$ cat src/rtl/stepper_move_ctrl_if.sv
// ============================================================================
//  Module   : stepper_move_ctrl_if
//  Purpose  : Move-command valid/ready channel between host and sequencer.
//  Revision : 1.0  initial release
// ============================================================================
`default_nettype none

interface stepper_move_ctrl_if #(
  parameter int W = 16
);
  logic         cmd_valid;
  logic         cmd_ready;
  logic         cmd_dir;
  logic [W-1:0] cmd_steps;
  logic [W-1:0] cmd_period;

  modport master (
    output cmd_valid,
    output cmd_dir,
    output cmd_steps,
    output cmd_period,
    input  cmd_ready
  );

  modport slave (
    input  cmd_valid,
    input  cmd_dir,
    input  cmd_steps,
    input  cmd_period,
    output cmd_ready
  );
endinterface

`default_nettype wire

$ cat src/rtl/stepper_move_ctrl.sv
// ============================================================================
//  Module   : stepper_move_ctrl
//  Purpose  : Stepper move sequencer: dir/step/mo pin timing and position.
//             Optional encoder stall detection when STALL_DETECT_EN is defined.
//  Revision : 1.0  initial release
// ============================================================================
`default_nettype none

module stepper_move_ctrl #(
  parameter int         W         = 16,
  parameter logic [1:0] MODE      = 2'b01,
  parameter int         STEP_HI   = 4,
  parameter int         DIR_SETUP = 8,
  parameter int         STALL_WIN = 16
) (
  input  wire logic          clk,
  input  wire logic          rst_n,
  stepper_move_ctrl_if.slave cmd,
  input  wire logic          abort,
  input  wire logic          enc_tick,
  output logic [1:0]         mo,
  output logic               dir,
  output logic               step,
  output logic               busy,
  output logic               done,
  output logic               stall,
  output logic [W-1:0]       pos
);

  localparam logic [1:0] C_IDLE  = 2'd0;
  localparam logic [1:0] C_SETUP = 2'd1;
  localparam logic [1:0] C_HIGH  = 2'd2;
  localparam logic [1:0] C_LOW   = 2'd3;

  localparam logic [W-1:0] C_SETUP_LD = W'(DIR_SETUP - 1);
  localparam logic [W-1:0] C_HI_LD    = W'(STEP_HI - 1);
  localparam logic [W-1:0] C_MIN_PER  = W'(STEP_HI + 1);

  logic [1:0]   r_state;
  logic [W-1:0] r_cnt;
  logic [W-1:0] r_remaining;
  logic [W-1:0] r_low_ld;
  logic         r_dir;
  logic [W-1:0] r_pos;
  logic         r_done;
  logic         r_abort_pend;

  logic         w_accept;
  logic [W-1:0] w_eff_period;
  logic         w_step_rise;
  logic         w_stall_hit;

  assign w_accept     = cmd.cmd_valid && (r_state == C_IDLE);
  assign w_eff_period = (cmd.cmd_period < C_MIN_PER) ? C_MIN_PER : cmd.cmd_period;

  // A LOW phase that sees abort ends the move instead of raising another pulse.
  assign w_step_rise = ((r_state == C_SETUP) && (r_cnt == '0) && !abort) ||
                       ((r_state == C_LOW) && (r_cnt == '0) && !abort &&
                        (r_remaining != '0));

`ifdef STALL_DETECT_EN
  localparam int MW = $clog2(STALL_WIN + 1);

  logic [MW-1:0] r_miss;
  logic          r_stall;

  assign w_stall_hit = w_step_rise && !enc_tick && (r_miss == MW'(STALL_WIN - 1));

  always_ff @(posedge clk or negedge rst_n) begin
    if (!rst_n) begin
      r_miss  <= '0;
      r_stall <= 1'b0;
    end else begin
      if (w_accept || enc_tick) begin
        r_miss <= '0;
      end else if (w_step_rise) begin
        r_miss <= r_miss + 1'b1;
      end
      if (w_accept && (cmd.cmd_steps != '0)) begin
        r_stall <= 1'b0;
      end else if (w_stall_hit) begin
        r_stall <= 1'b1;
      end
    end
  end

  assign stall = r_stall;
`else
  logic w_unused_enc;

  assign w_unused_enc = enc_tick;
  assign w_stall_hit  = 1'b0;
  assign stall        = 1'b0;
`endif

  always_ff @(posedge clk or negedge rst_n) begin
    if (!rst_n) begin
      r_state      <= C_IDLE;
      r_cnt        <= '0;
      r_remaining  <= '0;
      r_low_ld     <= '0;
      r_dir        <= 1'b0;
      r_pos        <= '0;
      r_done       <= 1'b0;
      r_abort_pend <= 1'b0;
    end else begin
      r_done <= 1'b0;
      if (w_step_rise) begin
        // pos and remaining move on the same edge that raises step
        r_state      <= C_HIGH;
        r_cnt        <= C_HI_LD;
        r_remaining  <= r_remaining - 1'b1;
        r_pos        <= r_dir ? (r_pos + 1'b1) : (r_pos - 1'b1);
        r_abort_pend <= w_stall_hit;
      end else begin
        case (r_state)
          C_IDLE: begin
            if (w_accept) begin
              if (cmd.cmd_steps == '0) begin
                r_done <= 1'b1;
              end else begin
                r_dir        <= cmd.cmd_dir;
                r_remaining  <= cmd.cmd_steps;
                r_low_ld     <= w_eff_period - C_MIN_PER;
                r_cnt        <= C_SETUP_LD;
                r_abort_pend <= 1'b0;
                r_state      <= C_SETUP;
              end
            end
          end
          C_SETUP, C_LOW: begin
            if (abort || (r_cnt == '0)) begin
              r_state <= C_IDLE;
              r_done  <= 1'b1;
            end else begin
              r_cnt <= r_cnt - 1'b1;
            end
          end
          C_HIGH: begin
            // abort inside a pulse is remembered so the pulse keeps full width
            if (abort) begin
              r_abort_pend <= 1'b1;
            end
            if (r_cnt == '0) begin
              if (r_abort_pend || abort) begin
                r_state <= C_IDLE;
                r_done  <= 1'b1;
              end else begin
                r_state <= C_LOW;
                r_cnt   <= r_low_ld;
              end
            end else begin
              r_cnt <= r_cnt - 1'b1;
            end
          end
          default: r_state <= C_IDLE;
        endcase
      end
    end
  end

  assign mo            = MODE;
  assign dir           = r_dir;
  assign step          = (r_state == C_HIGH);
  assign busy          = (r_state != C_IDLE);
  assign done          = r_done;
  assign pos           = r_pos;
  assign cmd.cmd_ready = (r_state == C_IDLE);

endmodule

`default_nettype wire
$ cat src/flat_wrapper.sv
// flat-port wrapper written by rule: the top's interface ports become plain ports
module stepper_move_ctrl_flat 
#(
  parameter int         W         = 16,
  parameter logic [1:0] MODE      = 2'b01,
  parameter int         STEP_HI   = 4,
  parameter int         DIR_SETUP = 8,
  parameter int         STALL_WIN = 16
)
  (clk, rst_n, abort, enc_tick, mo, dir, step, busy, done, stall, pos, cmd_cmd_valid, cmd_cmd_dir, cmd_cmd_steps, cmd_cmd_period, cmd_cmd_ready);
  stepper_move_ctrl_if #(.W(W)) cmd_i ();
  input  wire logic clk;
  input  wire logic rst_n;
  input  wire logic abort;
  input  wire logic enc_tick;
  output logic [1:0] mo;
  output logic dir;
  output logic step;
  output logic busy;
  output logic done;
  output logic stall;
  output logic [W-1:0] pos;
  input wire logic [$bits(cmd_i.cmd_valid)-1:0] cmd_cmd_valid;
  input wire logic [$bits(cmd_i.cmd_dir)-1:0] cmd_cmd_dir;
  input wire logic [$bits(cmd_i.cmd_steps)-1:0] cmd_cmd_steps;
  input wire logic [$bits(cmd_i.cmd_period)-1:0] cmd_cmd_period;
  output wire logic [$bits(cmd_i.cmd_ready)-1:0] cmd_cmd_ready;
  assign cmd_i.cmd_valid = cmd_cmd_valid;
  assign cmd_i.cmd_dir = cmd_cmd_dir;
  assign cmd_i.cmd_steps = cmd_cmd_steps;
  assign cmd_i.cmd_period = cmd_cmd_period;
  assign cmd_cmd_ready = cmd_i.cmd_ready;
  stepper_move_ctrl #(.W(W), .MODE(MODE), .STEP_HI(STEP_HI), .DIR_SETUP(DIR_SETUP), .STALL_WIN(STALL_WIN)) u_core (.clk(clk), .rst_n(rst_n), .cmd(cmd_i), .abort(abort), .enc_tick(enc_tick), .mo(mo), .dir(dir), .step(step), .busy(busy), .done(done), .stall(stall), .pos(pos));
endmodule
$ cat config.mk
export PLATFORM = sky130hd
export DESIGN_NAME = stepper_move_ctrl_flat
export DESIGN_NICKNAME = d
export VERILOG_FILES = /design/src/rtl/stepper_move_ctrl_if.sv /design/src/rtl/stepper_move_ctrl.sv /design/src/flat_wrapper.sv
export SDC_FILE = /design/constraint.sdc
export NUM_CORES = 1
export LEC_CHECK = 0
export CAP_MARGIN = 20
export CORE_MARGIN = 5
export CORE_UTILIZATION = 25
export DETAILED_ROUTE_END_ITERATION = 8
export GPL_TIMING_DRIVEN = 0
export SLEW_MARGIN = 20
export SYNTH_ARGS = -nofsm -noshare
export SYNTH_HDL_FRONTEND = slang
export SYNTH_SLANG_ARGS = --single-unit
$ cat constraint.sdc
create_clock -name clk -period 2.9 [get_ports clk]
set_clock_uncertainty 0.05 [all_clocks]
set_input_delay 0.435 -clock clk [delete_from_list [all_inputs] [get_ports clk]]
set_output_delay 0.435 -clock clk [all_outputs]
set_load 0.01 [all_outputs]
==> flow_metrics.env <==
export IMPL_post_route_drc_count=0
export IMPL_max_freq_ghz=0.353
export IMPL_tightest_slew_ns=0.860
export IMPL_synth_xor_area_share_pct=5.98
export IMPL_place_hpwl_um=9810
export IMPL_via_per_inst=5.05
export IMPL_p_leak_nw=2.39
export IMPL_numCtsBuffers=9
export IMPL_synth_adder_area_share_pct=5.23
export IMPL_synth_compound_area_share_pct=22.6
export IMPL_synth_top_area_share_pct=36.8
export IMPL_tritoncts="yes"
export IMPL_area_growth_pct=29.4
export IMPL_rsz0062_at_grt="true"
export IMPL_holdWs_ns=0.419
export IMPL_synth_top_family_by_area="simple AND/OR/NAND/NOR gates"
export IMPL_path_clk_slew_ns=0.06
export IMPL_synthMostInstantiatedCell="nand2_1"
export IMPL_die_area_sq_um=21600
export IMPL_finalMaxSlewViolations=0
export IMPL_globalplace_congestion=0.838
export IMPL_grt_pass1_wl_um=22100
export IMPL_num_rows=50
export IMPL_place_area_sq_um=5570
export IMPL_nNetsFinal=686
export IMPL_grt_pass1_vias=4139
export IMPL_critPathMaxStageDelay_ns=0.45
export IMPL_synth_cell_types=68
export IMPL_track_usage_pct=12.4
export IMPL_fillers=1961
export IMPL_synth_area_top_cells="dfrtp_1 (37%), nand2_1 (7.0%), o21ai_0 (5.8%), ha_1 (4.8%), xnor2_1 (3.4%)"
export IMPL_synthTopCellsByCount="nand2_1 (87), dfrtp_1 (69), o21ai_0 (54)"
export IMPL_overflow=0
export IMPL_synth_simple_area_share_pct=24.6
export IMPL_clkSinkCount=69
export IMPL_drt_iter0_markers=279
export IMPL_end_kind="register"
export IMPL_coreArea_sq_um=18600
export IMPL_synth_warnings=0
export IMPL_cts_path_max_buffers=2
export IMPL_grt_max_degree=42
export IMPL_status="finished clean"
export IMPL_cpMaxStageDelayCell="clkdlybuf4s50_1"
export IMPL_stdcell_area_sq_um=6070
export IMPL_ir_drop_uv=286
export IMPL_antenna_found_initial=1
export IMPL_finalHoldViolations=0
export IMPL_dr_pass1_iters=5
export IMPL_synth_edf_count=0
export IMPL_finalWirelength_um=13200
export IMPL_synth_top_area_cell="dfrtp_1"
export IMPL_path_class="primary input to register"
export IMPL_initial_utilization_pct=25.2
export IMPL_num_io_pins=62
export IMPL_synth_yosys_seq_area_share_pct=36.8
export IMPL_avgRoutedWirePerCell_um=15.2
export IMPL_startpoint_type="primary input"
export IMPL_avgSynthCellArea_sq_um=8.51
export IMPL_via_count=4387
export IMPL_ant_nets=0
export IMPL_clk_latency_ns=0.33
export IMPL_cp_data_arrival_time_ns=2.98
export IMPL_crit_fanout=6
export IMPL_synth_cells=551
export IMPL_min_period_over_period_pct=97.7
export IMPL_ys_ff_latch=69
export IMPL_fin_crit_ns=2.83
export IMPL_setup_viol_count_final=0
export IMPL_critPathRequiredTime_ns=3.05
export IMPL_hold_path_class="register to register"
export IMPL_power_density_nw_per_um2=625
export IMPL_io_buffers=56
export IMPL_synth_area_mux_share_pct=0.427
export IMPL_path_cells="clkdlybuf4s50_1, or3_4, or3b_4, o21ai_2, ha_2, nor2b_1, nor3_2, o31ai_4, nor4_2, xnor2_1, o21ai_0"
export IMPL_slew_headroom_pct=42.5
export IMPL_die_h_um=147
export IMPL_dieWidth_um=147
export IMPL_clockRootBuffer="clkbuf_16"
export IMPL_drive_gt1_share_pct=10.9
export IMPL_cap_violations=0
export IMPL_yosys_most_used_dff="dfrtp_1"
export IMPL_ctsHtreeMaxLevel=3
export IMPL_async_reset_ff_share_pct=100
export IMPL_syn_area_sq_um=4690
-- final timing paths --
kind | from | to | slack (ns) | cells after the start
worst max-delay path | cmd_cmd_period[4] | u_core.r_low_ld[10] | 0.07 | 11
worst min-delay path | u_core.r_low_ld[15] | u_core.r_low_ld[15] | 0.42 | 2
worst max register to register | u_core.r_cnt[0] | u_core.r_remaining[12] | 0.18 | 8
worst min register to register | u_core.r_low_ld[15] | u_core.r_low_ld[15] | 0.42 | 2
max in group asynchronous | rst_n | u_core.r_low_ld[13] | 1.72 | 3
min in group asynchronous | rst_n | u_core.pos[13] | 0.52 | 2
-- timing repair --
| action | 4_1_cts | 5_1_grt |
|---|---|---|
| endpoints found under the setup margin | 27 | 32 |
| pin swaps | 2 | 5 |
| setup buffers | 5 | 4 |
| gates resized for setup | 7 | 21 |
| hold endpoints to repair | 28 | 0 |
| hold buffers | 1 | 0 |
-- cells by family after synthesis --
family                     Yosys count
DFF                                 69
AOI/OAI and AO/OA                  163
adders and majority gates           19
and+or+nand+nor                    218
buffers and inverters               46
other                                2
xor gates and xnor gates            32
muxes                                2
-- per-stage QoR --
| stage | instances | setup TNS (ns) | util (%) | setup WS (ns) | power [W] |
|---|---|---|---|---|---|
| 2_1_floorplan | 552 | 0 | - | 0.0684 | 0.00214 |
| 3_3_place_gp | 842 | -89.27 | 29.8 | -1.22 | 0.00255 |
| 3_5_place_dp | 843 | -5.92 | 30.0 | -0.638 | 0.00257 |
| 4_1_cts | 864 | 0 | 32.0 | 0.00139 | 0.00378 |
| 5_1_grt | 869 | -0.173 | 32.7 | -0.0927 | 0.00405 |
| 6_report | 869 | 0 | 32.7 | 0.0680 | 0.00379 |
-- placed cells by master (no fill, tap or decap), types with 12 or more instances in the layout --
cell and n:
nand2_1 87, dfrtp_1 68, clkdlybuf4s50_1 55, o21ai_0 53
a21oi_1 31, nor2_1 29, inv_1 19, xnor2_1 18
ha_1 17, nand3_1 15, nor3_1 14, xor2_1 14
buf_4 14, o31ai_1 13, nor4_1 12, o211ai_1 12
-- registers in the layout, indices dropped and copies added, names as in the netlist --
| signal | flops |
|---|---|
| u_core.r_remaining | 16 |
| u_core.r_state | 2 |
| u_core.r_cnt | 16 |
| u_core.done | 1 |
| u_core.r_low_ld | 16 |
| u_core.r_abort_pend | 1 |
| u_core.dir | 1 |
| u_core.pos | 16 |
-- final cells by class --
cell class                      count  area [sq um]  area share [%]
Timing Repair Buffer               67           668            11.0
Inverter                           21          82.6            1.36
Buffer                             24           119            1.96
Clock buffer                        9           225            3.71
Antenna cell                        1          2.50          0.0412
Tap cell                          234           293            4.83
Clock inverter                      7          81.3            1.34
Sequential cell                    69          1730            28.5
Multi-Input combinational cell    437          2870            47.3
-- power by group --
group | internal [W] | switching, W
sequential | 0.00115 | 0.000218
clock | 0.000678 | 0.000469
combinational | 0.000577 | 0.000702
-- critical path: cells and delay by family --
family	cells	cell delay (ns)
buffers and inverters	1	0.45
AOI/OAI and AO/OA	3	0.39
adders and majority gates	1	0.19
and+or+nand+nor	5	1.35
xor gates and xnor gates	1	0.16
-- layer usage --
| layer | vias to the layer above | track usage (%) | wire length (um) |
|---|---|---|---|
| met3 | 13 | 2.44 | 670 |
| met1 | 2041 | 18.4 | 6720 |
| met4 | 0 | 3.36 | 153 |
| li1 | 2204 | - | - |
| met2 | 129 | 18.2 | 5710 |
| met5 | - | 0 | 0 |
No activity file was read; power rests on OpenSTA's default activity.
